==> config.mk <==
export PLATFORM = sky130hd
export DESIGN_NAME = cordic_sequencer
export DESIGN_NICKNAME = d
export VERILOG_FILES = /design/src/rtl/cordic_ctrl_pkg.sv /design/src/rtl/cordic_iter_index.sv /design/src/rtl/cordic_sequencer.sv
export SDC_FILE = /design/constraint.sdc
export NUM_CORES = 1
export LEC_CHECK = 0
export ABC_AREA = 1
export BUFFER_PORTS_ARGS = -buffer_cell sky130_fd_sc_hd__buf_2
export CAP_MARGIN = 20
export CORE_MARGIN = 2
export CORE_UTILIZATION = 40
export CTS_BUF_LIST = sky130_fd_sc_hd__clkbuf_8 sky130_fd_sc_hd__clkbuf_16
export DETAILED_ROUTE_END_ITERATION = 12
export PLACE_DENSITY = 0.71
export SLEW_MARGIN = 20
export SYNTH_ARGS = -nofsm -noshare
export SYNTH_HDL_FRONTEND = slang
export SYNTH_SLANG_ARGS = --single-unit
==> constraint.sdc <==
create_clock -name clk -period 2.5 [get_ports clk]
set_clock_uncertainty 0.15 [all_clocks]
set_input_delay 0.5 -clock clk [delete_from_list [all_inputs] [get_ports clk]]
set_output_delay 0.5 -clock clk [all_outputs]
set_load 0.01 [all_outputs]
==> src/rtl/cordic_ctrl_pkg.sv <==
// rtl/cordic_ctrl_pkg.sv - shared states, coordinate codes and repeat indices for the CORDIC control path
package cordic_ctrl_pkg;

  typedef enum logic [1:0] {
    IDLE = 2'd0,
    LOAD = 2'd1,
    ITER = 2'd2,
    DONE = 2'd3
  } seq_state_e;

  localparam logic [1:0] COORD_LIN     = 2'b00;
  localparam logic [1:0] COORD_CIRC    = 2'b01;
  localparam logic [1:0] COORD_HYP     = 2'b10;
  localparam logic [1:0] COORD_ILLEGAL = 2'b11;

  // Hyperbolic convergence needs these indices issued twice.
  localparam int HYP_REPEAT_A = 4;
  localparam int HYP_REPEAT_B = 13;

  function automatic logic is_hyp_repeat(input int idx);
    return (idx == HYP_REPEAT_A) || (idx == HYP_REPEAT_B);
  endfunction

endpackage

==> src/rtl/cordic_iter_index.sv <==
// rtl/cordic_iter_index.sv - iteration index generator with hyperbolic repeat tracking
module cordic_iter_index
  import cordic_ctrl_pkg::*;
#(
  parameter int NUM_ITER  = 8,
  parameter int CNT_WIDTH = 6
) (
  input  logic                 clk,
  input  logic                 rst,
  input  logic [1:0]           coord,
  input  logic                 first,
  input  logic                 advance,
  output logic [CNT_WIDTH-1:0] iter_count,
  output logic                 last_step
);

  logic                 rep_done;
  logic                 hyp;
  logic                 repeat_due;
  logic [CNT_WIDTH-1:0] last_idx;

  assign hyp        = (coord == COORD_HYP);
  assign repeat_due = hyp && is_hyp_repeat(int'(iter_count)) && !rep_done;
  assign last_idx   = ((coord == COORD_LIN) || (coord == COORD_CIRC)) ?
                      CNT_WIDTH'(NUM_ITER - 1) : CNT_WIDTH'(NUM_ITER);
  assign last_step  = (iter_count == last_idx) && !repeat_due;

  // A repeat index holds the count for one extra step, then resumes counting.
  always_ff @(posedge clk or negedge rst) begin
    if (!rst) begin
      iter_count <= '0;
      rep_done   <= 1'b0;
    end else if (first) begin
      iter_count <= hyp ? CNT_WIDTH'(1) : '0;
      rep_done   <= 1'b0;
    end else if (advance && !last_step) begin
      if (repeat_due) begin
        rep_done <= 1'b1;
      end else begin
        iter_count <= iter_count + CNT_WIDTH'(1);
        rep_done   <= 1'b0;
      end
    end
  end

endmodule

==> src/rtl/cordic_sequencer.sv <==
// rtl/cordic_sequencer.sv - command, load, iterate and result handshake control for the CORDIC datapath
module cordic_sequencer
  import cordic_ctrl_pkg::*;
#(
  parameter int NUM_ITER  = 8,
  parameter int CNT_WIDTH = 6
) (
  input  logic                 clk,
  input  logic                 rst,
  input  logic                 start,
  output logic                 start_ready,
  input  logic                 mode_bit_in,
  input  logic [1:0]           coord_in,
  input  logic                 abort,
  output logic                 load_sel,
  output logic                 reg_en,
  output logic [CNT_WIDTH-1:0] iter_count,
  output logic                 mode_bit_out,
  output logic [1:0]           coord_out,
  output logic                 result_valid,
  input  logic                 result_ready,
  output logic                 cmd_err
);

  seq_state_e state;
  logic       accept;
  logic       idx_first;
  logic       idx_advance;
  logic       last_step;
  logic [1:0] idx_coord;

  assign accept      = start && (state == IDLE);
  assign idx_first   = accept && (coord_in != COORD_ILLEGAL);
  assign idx_advance = (state == ITER) && !abort;
  // The index block must see the incoming coordinate on the accept edge itself.
  assign idx_coord   = accept ? coord_in : coord_out;

  cordic_iter_index #(
    .NUM_ITER  (NUM_ITER),
    .CNT_WIDTH (CNT_WIDTH)
  ) u_iter_index (
    .clk        (clk),
    .rst        (rst),
    .coord      (idx_coord),
    .first      (idx_first),
    .advance    (idx_advance),
    .iter_count (iter_count),
    .last_step  (last_step)
  );

  always_ff @(posedge clk or negedge rst) begin
    if (!rst) begin
      state        <= IDLE;
      start_ready  <= 1'b1;
      load_sel     <= 1'b0;
      reg_en       <= 1'b0;
      mode_bit_out <= 1'b0;
      coord_out    <= COORD_LIN;
      result_valid <= 1'b0;
      cmd_err      <= 1'b0;
    end else begin
      cmd_err <= 1'b0;
      case (state)
        IDLE: begin
          if (start) begin
            if (coord_in == COORD_ILLEGAL) begin
              cmd_err <= 1'b1;
            end else begin
              state        <= LOAD;
              start_ready  <= 1'b0;
              load_sel     <= 1'b1;
              reg_en       <= 1'b1;
              mode_bit_out <= mode_bit_in;
              coord_out    <= coord_in;
            end
          end
        end
        LOAD: begin
          if (abort) begin
            state       <= IDLE;
            start_ready <= 1'b1;
            load_sel    <= 1'b0;
            reg_en      <= 1'b0;
          end else begin
            state    <= ITER;
            load_sel <= 1'b0;
          end
        end
        ITER: begin
          if (abort) begin
            state       <= IDLE;
            start_ready <= 1'b1;
            reg_en      <= 1'b0;
          end else if (last_step) begin
            state        <= DONE;
            reg_en       <= 1'b0;
            result_valid <= 1'b1;
          end
        end
        DONE: begin
          if (abort || result_ready) begin
            state        <= IDLE;
            start_ready  <= 1'b1;
            result_valid <= 1'b0;
          end
        end
        default: begin
          state        <= IDLE;
          start_ready  <= 1'b1;
          load_sel     <= 1'b0;
          reg_en       <= 1'b0;
          result_valid <= 1'b0;
        end
      endcase
    end
  end

endmodule
## After elaboration in Yosys (flattened, before gate mapping)

Cells that the tools add are included.

- Bits of input ports: 8
- Register bits: 17
- Output and inout bits: 14
- Logic and storage cells: 94

- Equal/unequal tests: 19
- Reductions and logical operators: 28
- Add/sub/neg operators: 1
- Mux-type cells: 35
- Bitwise operators: 1

Operator list:

| cell | count |
|---|---|
| 1-bit 2-to-1 mux | 19 |
| 6-bit 2-to-1 mux | 3 |
| 2-bit 2-to-1 mux | 7 |
| 2-bit != test (second input constant) | 7 |
| 4-bit AND reduction | 3 |
| 2-bit == test (second input constant) | 4 |
| 2-bit case mux with 4 select lines | 1 |
| 1-bit logical AND | 7 |
| 6-bit by 1-bit adder with 6-bit output (second input constant) | 1 |
| 6-bit by 4-bit == test with 1-bit output (second input constant) | 1 |
| 6-bit by 5-bit == test with 1-bit output (second input constant) | 1 |
| 6-bit == test | 1 |
| 1-bit case mux with 3 select lines | 2 |
| 3-bit AND reduction | 2 |
| 2-bit nonzero test | 3 |
| 5-bit AND reduction | 1 |
| 2-bit by 1-bit == test with 1-bit output (second input constant) | 2 |
| 1-bit zero test | 4 |
| 2-bit zero test | 2 |
| 4-bit 2-to-1 mux | 1 |
| 2-bit by 1-bit != test with 1-bit output (second input constant) | 2 |
| 1-bit case mux with 2 select lines | 2 |
| 1-bit logical OR | 3 |
| 3-bit by 2-bit != test with 1-bit output (second input constant) | 1 |
| 4 further kinds | 4 |

## Longest topological paths before layout

Gate-level depths: netlist (run 1).

- Word-level depth: 12
- Mapped depth: 11
- Mapped depth without buffers: 11

## Hierarchy

From an unflattened synthesis (run 1), not the netlist that was laid out.

- Cell total of the unflattened synthesis: 173
- Area, all modules: 1,208.7 µm²

Modules (own cells, without submodules):

| module | area an instance (µm²) | instances | cells each |
|---|---|---|---|
| cordic_sequencer | 660.6 | 1 | 96 |
| cordic_iter_index | 548.0 | 1 | 77 |

## Worst setup path before layout (run 1)

Ideal clock, no wire load.

- Path kind: reg-to-reg
- From: reg state[0]
- To: reg u_iter_index.iter_count[0]
- Cell stages (with the launch flop): 12
- Arrival: 1.429 ns
- Path buffers: 0
- Slack: 0.804 ns
- Required time: 2.233 ns
- Clock period less this slack: 1.696 ns
- Cell sequence: dfrtp_1 -> inv_1 -> ha_1 -> nand2_2 -> nand2_2 -> nand2_2 -> nand2_2 -> nand3_4 -> nand3_4 -> nand2_4 -> nand2_1 -> nand2_1

- Cells in the longest elaborated chain, start to end: 12
- Elaborated cells on any way between the ends: 23
- Those cells by class: eq/ne (5); mux (4); reduce/logical (14)

Ends and longest elaborated chain:

| element | line | text |
|---|---|---|
| start: declaration | cordic_sequencer.sv:25 | `seq_state_e state;` |
| start signal: assignment | cordic_sequencer.sv:53 | `state <= IDLE;` |
| start signal: assignment | cordic_sequencer.sv:69 | `state <= LOAD;` |
| start signal: assignment | cordic_sequencer.sv:80 | `state <= IDLE;` |
| 2-bit zero test | cordic_sequencer.sv:32 | `assign accept = start && (state == IDLE);` |
| 1-bit logical AND | cordic_sequencer.sv:32 |  |
| 2-bit 2-to-1 mux | cordic_sequencer.sv:36 | `assign idx_coord = accept ? coord_in : coord_out;` |
| 2-bit by 1-bit == test with 1-bit output (tied with other cells) | cordic_iter_index.sv:24 | `assign last_idx = ((coord == COORD_LIN) \|\| (coord == COORD_CIRC)) ?` |
| 1-bit logical OR / 1-bit logical AND (equally long branches) | cordic_iter_index.sv:24, cordic_iter_index.sv:23 |  |
| 4-bit 2-to-1 mux / 1-bit logical AND (equally long branches) | cordic_iter_index.sv:24, cordic_iter_index.sv:23 |  |
| 6-bit == test / 1-bit zero test (equally long branches) | cordic_iter_index.sv:26 | `assign last_step = (iter_count == last_idx) && !repeat_due;` |
| 1-bit logical AND | cordic_iter_index.sv:26 |  |
| 1-bit zero test | cordic_iter_index.sv:36 | `end else if (advance && !last_step) begin` |
| 1-bit logical AND | cordic_iter_index.sv:36 |  |
| 2-bit nonzero test (no source line) | n/a |  |
| 2-bit AND reduction (no source line) | n/a |  |
| end signal: assignment | cordic_iter_index.sv:34 | `iter_count <= hyp ? CNT_WIDTH'(1) : '0;` |
| end signal: assignment | cordic_iter_index.sv:40 | `iter_count <= iter_count + CNT_WIDTH'(1);` |
| end: declaration | cordic_iter_index.sv:13 | `output logic [CNT_WIDTH-1:0] iter_count,` |

Parallel ways exist; a longest one is shown, timed or not.
A chain may end at the register's enable or synchronous reset.

## Worst setup path after layout (run 1)

- From: reg state[1]
- To: reg u_iter_index.iter_count[5]

The elaborated chain is that of the path after synthesis.

==> metrics.txt, run 1 <==
status finished clean; crit path time final around 1.9 ns; Vias/cell a little over 5; HP Class in2async; critical path launch point type register; WL per Instance around 12 microns; sequential area share after synthesis 37.4%; reg2reg start state[1]$_DFFE_PN0P_; Clk pwr share between 10% and 20%; GRT overflow 0; final setup violation count 0; Cell Pwr Density 1230 nW/um^2; CP Class reg2reg; Int Pwr 0.848 mW; # hold bufs at CTS 0; total power 1.63 mW; clock insertion delay at the later pin of the skew report 0.25 ns; Synth warnings 0; I/O pins 22; DRC errors left 0; cell row count 19; Synth top area share around a third; largest stage delay on the critical path between 0.4 and 0.5 ns; synth unique cells 23; nets 191; Crit. End Element register; placer congestion estimate 0.863; switching power total between 0.7 and 0.8 mW; CTS root buf clkbuf_8; Clock Sink Count 17; syn_nets 166; routing usage on met2 29.7%; Worst Setup SP state[1]$_DFFE_PN0P_; maximum clock path buffer count 2; critical path fanouts, max 8; Post-DP HPWL slightly below 2 mm; relative slew slack approximately 73%; dpl cell area roughly 1300 sq um; Routed Antenna Nets 0; Max Fclk 526 MHz; Layout area overhead 16.1%; post-CTS resize count 0; maximum vdd ir drop 824 uV; leak pwr 0.711 nW; CTS tree built; initial antenna violation count 0; Combinational Power Share 54.0%; TritonRoute pass-1 iters 4; Mapped Avg Cell Area 7.66 sq um; Total Wirelength 2.42 mm; Sw Ratio between 40 and 50%; Global Route Usage Sum between 10% and 20%; fin crit share 76.0%; Seq cells post-synth 17; Seq pwr share between 30% and 40%; Mapped Cells roughly 150; largest net degree at the start of global routing 18; Worst-Margin Slew between 0.4 and 0.5 ns; Num CTS Buffers 3; I/O Buffers 21; die area 3300 sq um; crit path max-delay cell type dfrtp_1; Final Util 48.5%; Slew Limit Fails 0; setup TNS 0 ns; Post-CTS Setup Inserts 0; busiest layer in global routing met2; Fin. Hold Viols 0; data required time at the worst endpoint 2.50 ns; leading area contributor after synthesis dfrtp_1; fin area 1330 sq um; Clk pin slew, worst setup/hold paths approximately 0.070 ns; DRT iter0 DRCs 28; Inserted Diodes 0; Post-Syn Area ~1100 sq um; critical-path cell list inv_1 > ha_1 > nand2_2 > nand2_2 > nand2_2 > nor2_2 > nand2_1 > nand3_4 > nand2_4 > nand2_1 > nand2_1; met1 usage 18.0%; htree depth 1; RSZ-0062 raised after global routing false; DR vias slightly above 1000; share of cells above drive strength 1 24.9%; M3 GR Usage 4.31%; Die W 57.4 microns; max_cap viols 0; Area contributors post-synth dfrtp_1 (35%), nand2_1 (12%), ha_1 (9.9%), inv_1 (5.9%), nand3_1 (5.3%); Initial Util 41.7%; core footprint 2730 sq um; first-pass GRT wire length around 4.2 mm; Die Y between 50 and 60 microns; Data arrival, critical path 1.90 ns; vias in the first global route a little over 1000
-- per-layer routing --
metal | vias to the layer above | routed length [microns]
met4 | 0 | 17
met3 | 4 | 152
met5 | - | 0
li1 | 521 | -
met2 | 29 | 1230
met1 | 479 | 1020
-- power groups by stage --
stage | sequential [mW] | combinational (mW) | clock (mW)
5_1_grt | 0.566 | 1.01 | 0.223
3_3_place_gp | 0.537 | 0.872 | 0
2_1_floorplan | 0.563 | 0.617 | 0
6_report | 0.544 | 0.878 | 0.206
4_1_cts | 0.544 | 0.891 | 0.213
3_5_place_dp | 0.549 | 0.883 | 0
-- flip-flops by register name, indices dropped and copies added (netlist names) --
name / count
u_iter_index.rep_done: 1
coord_out: 2
mode_bit_out: 1
load_sel: 1
state: 2
result_valid: 1
cmd_err: 1
u_iter_index.iter_count: 6
start_ready: 1
reg_en: 1
-- kinds of logic after synthesis --
group | Yosys count | share of synthesized area [%]
compound gates | 17 | 8.11
xor+xnor | 1 | 0.768
fa+ha+maj | 9 | 9.87
buf+inv | 22 | 7.35
flops | 17 | 37.4
simple gates | 83 | 36.5
-- through the flow --
step	cells	worst slack, ns	hold WS (ns)
final	204	0.601	0.0177
after global routing	204	0.415	0.0486
after CTS	204	0.595	0.0259
after detailed placement	200	0.614	0.301
after global placement	200	0.690	0.290
after floorplan	149	0.804	0.0544
-- worst paths after layout --
path,endpoint,depth (start not counted),slack (ns)
max reg2reg,u_iter_index.iter_count[5]$_DFFE_PN0P_,11,0.60
min reg2reg,result_valid$_DFFE_PN0P_,2,0.32
max in group asynchronous,start_ready$_DFFE_PN1P_,1,1.86
min,u_iter_index.iter_count[1]$_DFFE_PN0P_,1,0.02
max,u_iter_index.iter_count[5]$_DFFE_PN0P_,11,0.60
min in group clk,mode_bit_out$_DFFE_PN0P_,3,0.31
-- cells in the final DEF, fill, tap and decap left out, drive strengths merged --
cell type / instances
a21oi: 7
buf: 21
clkbuf: 3
dfrtp: 16
dfstp: 1
ha: 9
inv: 22
nand2: 44
nand3: 14
nand4: 4
nor2: 19
nor3: 2
o21ai: 8
o21bai: 1
o22ai: 1
xnor2: 1
-- critical path, delay by kind of cell, from the launching register on --
kind,cells,cell delay (ns)
adder cells (fa/ha/maj),1,0.25
flip-flops,1,0.44
buffers and inverters,1,0.13
AND/OR/NAND/NOR,9,0.82
-- area by class of cell --
cell class,instances,area [sq um]
fillers,275,1410
multi-input cells,110,631
flip-flops and latches,17,427
repair buffers,21,105
inverters,21,78.8
clock buffers,3,41.3
well taps,31,38.8
clock inverters,1,3.75
-- synth_stat cells (all sizes together) --
library cell  instances
a21oi                 7
buf                   1
dfrtp                16
dfstp                 1
ha                    9
inv                  21
nand2                44
nand3                14
nand4                 4
nor2                 19
nor3                  2
o21ai                 8
o21bai                1
o22ai                 1
xnor2                 1
Note: power is estimated with default switching activity, not from simulation.
==> inputs of run 2 (changes only) <==
ABC_AREA = 0   (was 1)
clock period = 1.9 ns   (was 2.5 ns; I/O delays follow)
==> metrics.txt, run 2 <==
most frequent cells in the layout buf_4 (27), buf_2 (21), dfrtp_1 (14); Synth async-reset ratio 100% (unchanged); core footprint 2500 sq um (-8.6%); sequential area share after synthesis 39.9% (+2.5 points); critical path launch point type register; CTS root buf clkbuf_8; maximum vdd ir drop 1120 uV (+36%); Data arrival, critical path 2.07 ns (+0.17 ns); Inserted Diodes 0 (unchanged); leading area contributor after synthesis dfrtp_1; Largest regs u_iter_index.iter_count (6), coord_out (2), state (2); most common cell after layout, fill and taps aside buf_4; Fin. Hold Viols 0 (unchanged); Mapped Avg Cell Area 9.80 sq um (+28%); top-count cell post-synth dfrtp_1; Min Hold Slack 0.171 ns (+0.153 ns); Area contributors post-synth dfrtp_1 (37%), ha_1 (11%), a21oi_1 (6.1%), nand2_1 (3.9%), mux2i_1 (3.7%); Die W 55.7 microns (-3.0%); switching power total 0.754 mW (-3.2%); critical path fanouts, max 8 (unchanged); Clk pwr share 14.3% (+1.7 points); Synth top area share 37.5% (+2.4 points); Routed Antenna Nets 0 (unchanged); status finished with violations; Total Wirelength 2.99 mm (+24%); final setup violation count 11 (+11); I/O pins 22 (unchanged); fin crit share 109% (+33 points); Sw Ratio 39.5% (-8.4 points); leak pwr 0.762 nW (+7.2%); Initial Util 42.7% (+1.0 points); # fillers 219 (-20%); Synth warnings 0 (unchanged); htree depth 1 (unchanged); Post-Syn Area 1070 sq um (-6.4%); largest net degree at the start of global routing 18 (unchanged); top post-synthesis cells by count dfrtp_1 (16), a21oi_1 (13), nand2_1 (11); Max Fclk 483 MHz (-8.2%); die area 3100 sq um (-5.9%); DRC errors left 0 (unchanged); TritonRoute pass-1 iters 4 (unchanged); relative slew slack 73.2% (+0.40 points); synth unique cells 39 (+70%); Cell Pwr Density 1220 nW/um^2 (-0.89%); worst setup margin -0.170 ns (-0.770 ns); Worst-Margin Slew 0.402 ns (-0.00599 ns); Clk pin slew, worst setup/hold paths 0.07 ns (about the same); CTS tree built; Slew Limit Fails 0 (unchanged); Num CTS Buffers 3 (unchanged); most flop-heavy register u_iter_index.iter_count; Combinational Power Share 55.7% (+1.7 points); DRT iter0 DRCs 11 (-61%); clock insertion delay at the later pin of the skew report 0.25 ns (about the same); crit path time final 2.07 ns (+0.170 ns); nets 180 (-5.8%); initial antenna violation count 0 (unchanged); max_cap viols 0 (unchanged); first-pass GRT wire length 4.73 mm (+12%); failing checks setup timing; Vias/cell 5.40 (+6.7%); Clock Sink Count 17 (unchanged); data required time at the worst endpoint 1.90 ns (-0.60 ns); Global Route Usage Sum 19.3% (+3.0 points); Crit. End Element register; Die Y 55.7 microns (-3.0%); Int Pwr 1.16 mW (+36%); RSZ-0062 raised after global routing true; maximum clock path buffer count 2 (unchanged); dominant synthesized flop cell dfrtp_1; Seq pwr share 30.0% (-3.4 points); placer congestion estimate 0.953 (+10%); cell row count 18 (-1); Layout area overhead 47.0%; Seq cells post-synth 17 (unchanged); Mapped Cells 109 (-27%); WL per Instance 15.6 microns (+31%); max reg flops 6 (unchanged); share of cells above drive strength 1 51.2% (+26 points); Final Util 62.8% (+14 points); Post-DP HPWL 2.10 mm (+8.7%); vias in the first global route 1058 (+2.3%); CP Class reg2reg; DR vias 1037 (+0.39%); HP Class in2reg; GRT overflow 0 (unchanged); I/O Buffers 21 (unchanged); pre-CTS setup slack -0.184 ns (-0.798 ns); syn_nets 126 (-24%); number of enable flip-flop cells after synthesis 0 (unchanged)
## run 2: cell types whose count changed after synthesis, sizes merged, moves of 3 or more
cell	previous run	this run
nor2	19	7
o21ai	8	4
nand4	4	1
mux2i	0	4
inv	21	8
a21oi	7	13
nand3	14	5
or4	0	3
o31ai	0	3
nand2	44	11
## run 2: cell type report
cell class                      count  area, sq um  area share [%]
Clock buffer                        3         41.3            2.63
Clock inverter                      1         3.75           0.239
Inverter                            8         30.0            1.91
Multi-Input combinational cell     82          688            43.8
Sequential cell                    17          429            27.3
Tap cell                           30         37.5            2.39
Timing Repair Buffer               51          340            21.7
## run 2: kinds of logic (layout without fill, tap and decap cells)
kind of cell	after synthesis	after routing	synth area share, %
buffers and inverters	10	63	4.22
AO/OA/AOI/OAI	30	30	19.0
AND/OR/NAND/NOR	39	39	22.6
adder cells (fa/ha/maj)	9	9	10.5
multiplexers	4	4	3.75
flip-flops	17	17	39.9
## run 2: stage by stage
| step | TNS, ns | power, mW | instances | area, sq um |
|---|---|---|---|---|
| floorplan | -0.629 | 1.16 | 109 | 1110 |
| global placement | -0.739 | 1.56 | 182 | 1420 |
| detailed placement | -1.28 | 1.61 | 182 | 1420 |
| CTS | -1.04 | 1.90 | 191 | 1520 |
| global route | -2.06 | 2.05 | 192 | 1570 |
| finish | -1.22 | 1.91 | 192 | 1570 |
## run 2: power groups by stage
stage	Combinational [mW]	Clock (mW)	Sequential, mW
final	1.06	0.274	0.573
after CTS	1.05	0.281	0.572
after global routing	1.17	0.294	0.588
after floorplan	0.521	0	0.639
after detailed placement	1.04	0	0.577
after global placement	0.992	0	0.571
## run 2: path summary, 6_finish.rpt
path                                                         from                                endpoint  slack [ns]  depth (start not counted)
setup / recovery           u_iter_index.iter_count[4]$_DFFE_PN0P_  u_iter_index.iter_count[2]$_DFFE_PN0P_       -0.17                          6
hold / removal                                        mode_bit_in                mode_bit_out$_DFFE_PN0P_        0.17                          3
setup reg to reg           u_iter_index.iter_count[4]$_DFFE_PN0P_  u_iter_index.iter_count[2]$_DFFE_PN0P_       -0.17                          6
hold reg to reg                           start_ready$_DFFE_PN1P_                 start_ready$_DFFE_PN1P_        0.33                          2
max in group asynchronous                                     rst                 start_ready$_DFFE_PN1P_        0.84                          2
min in group asynchronous                                     rst                       cmd_err$_DFF_PN0_        0.43                          2
## run 2: routing by layer
layer / up-vias / share of wire [%] / track usage [%]
met3: 2 / 3.3 / 5.12
met1: 513 / 42 / 21.7
li1: 502 / - / -
met2: 20 / 54 / 35.4
met4: 0 / 0.44 / 5.57
met5: - / 0 / 0
## run 2: worst max-delay path, stage by stage (launching register included)
cell	delay, ns
dfrtp_1	0.41
or3b_4	0.38
buf_4	0.14
nor4_2	0.26
and2_4	0.26
nor2b_1	0.07
a311oi_2	0.29
## run 2: what timing repair did
item	4_1_cts	5_1_grt
setup endpoints to repair	11	11
pin swaps	6	9
gates resized for setup	6	9
endpoints found under the hold margin	16	0
hold buffers	1	0
setup buffers	4	1
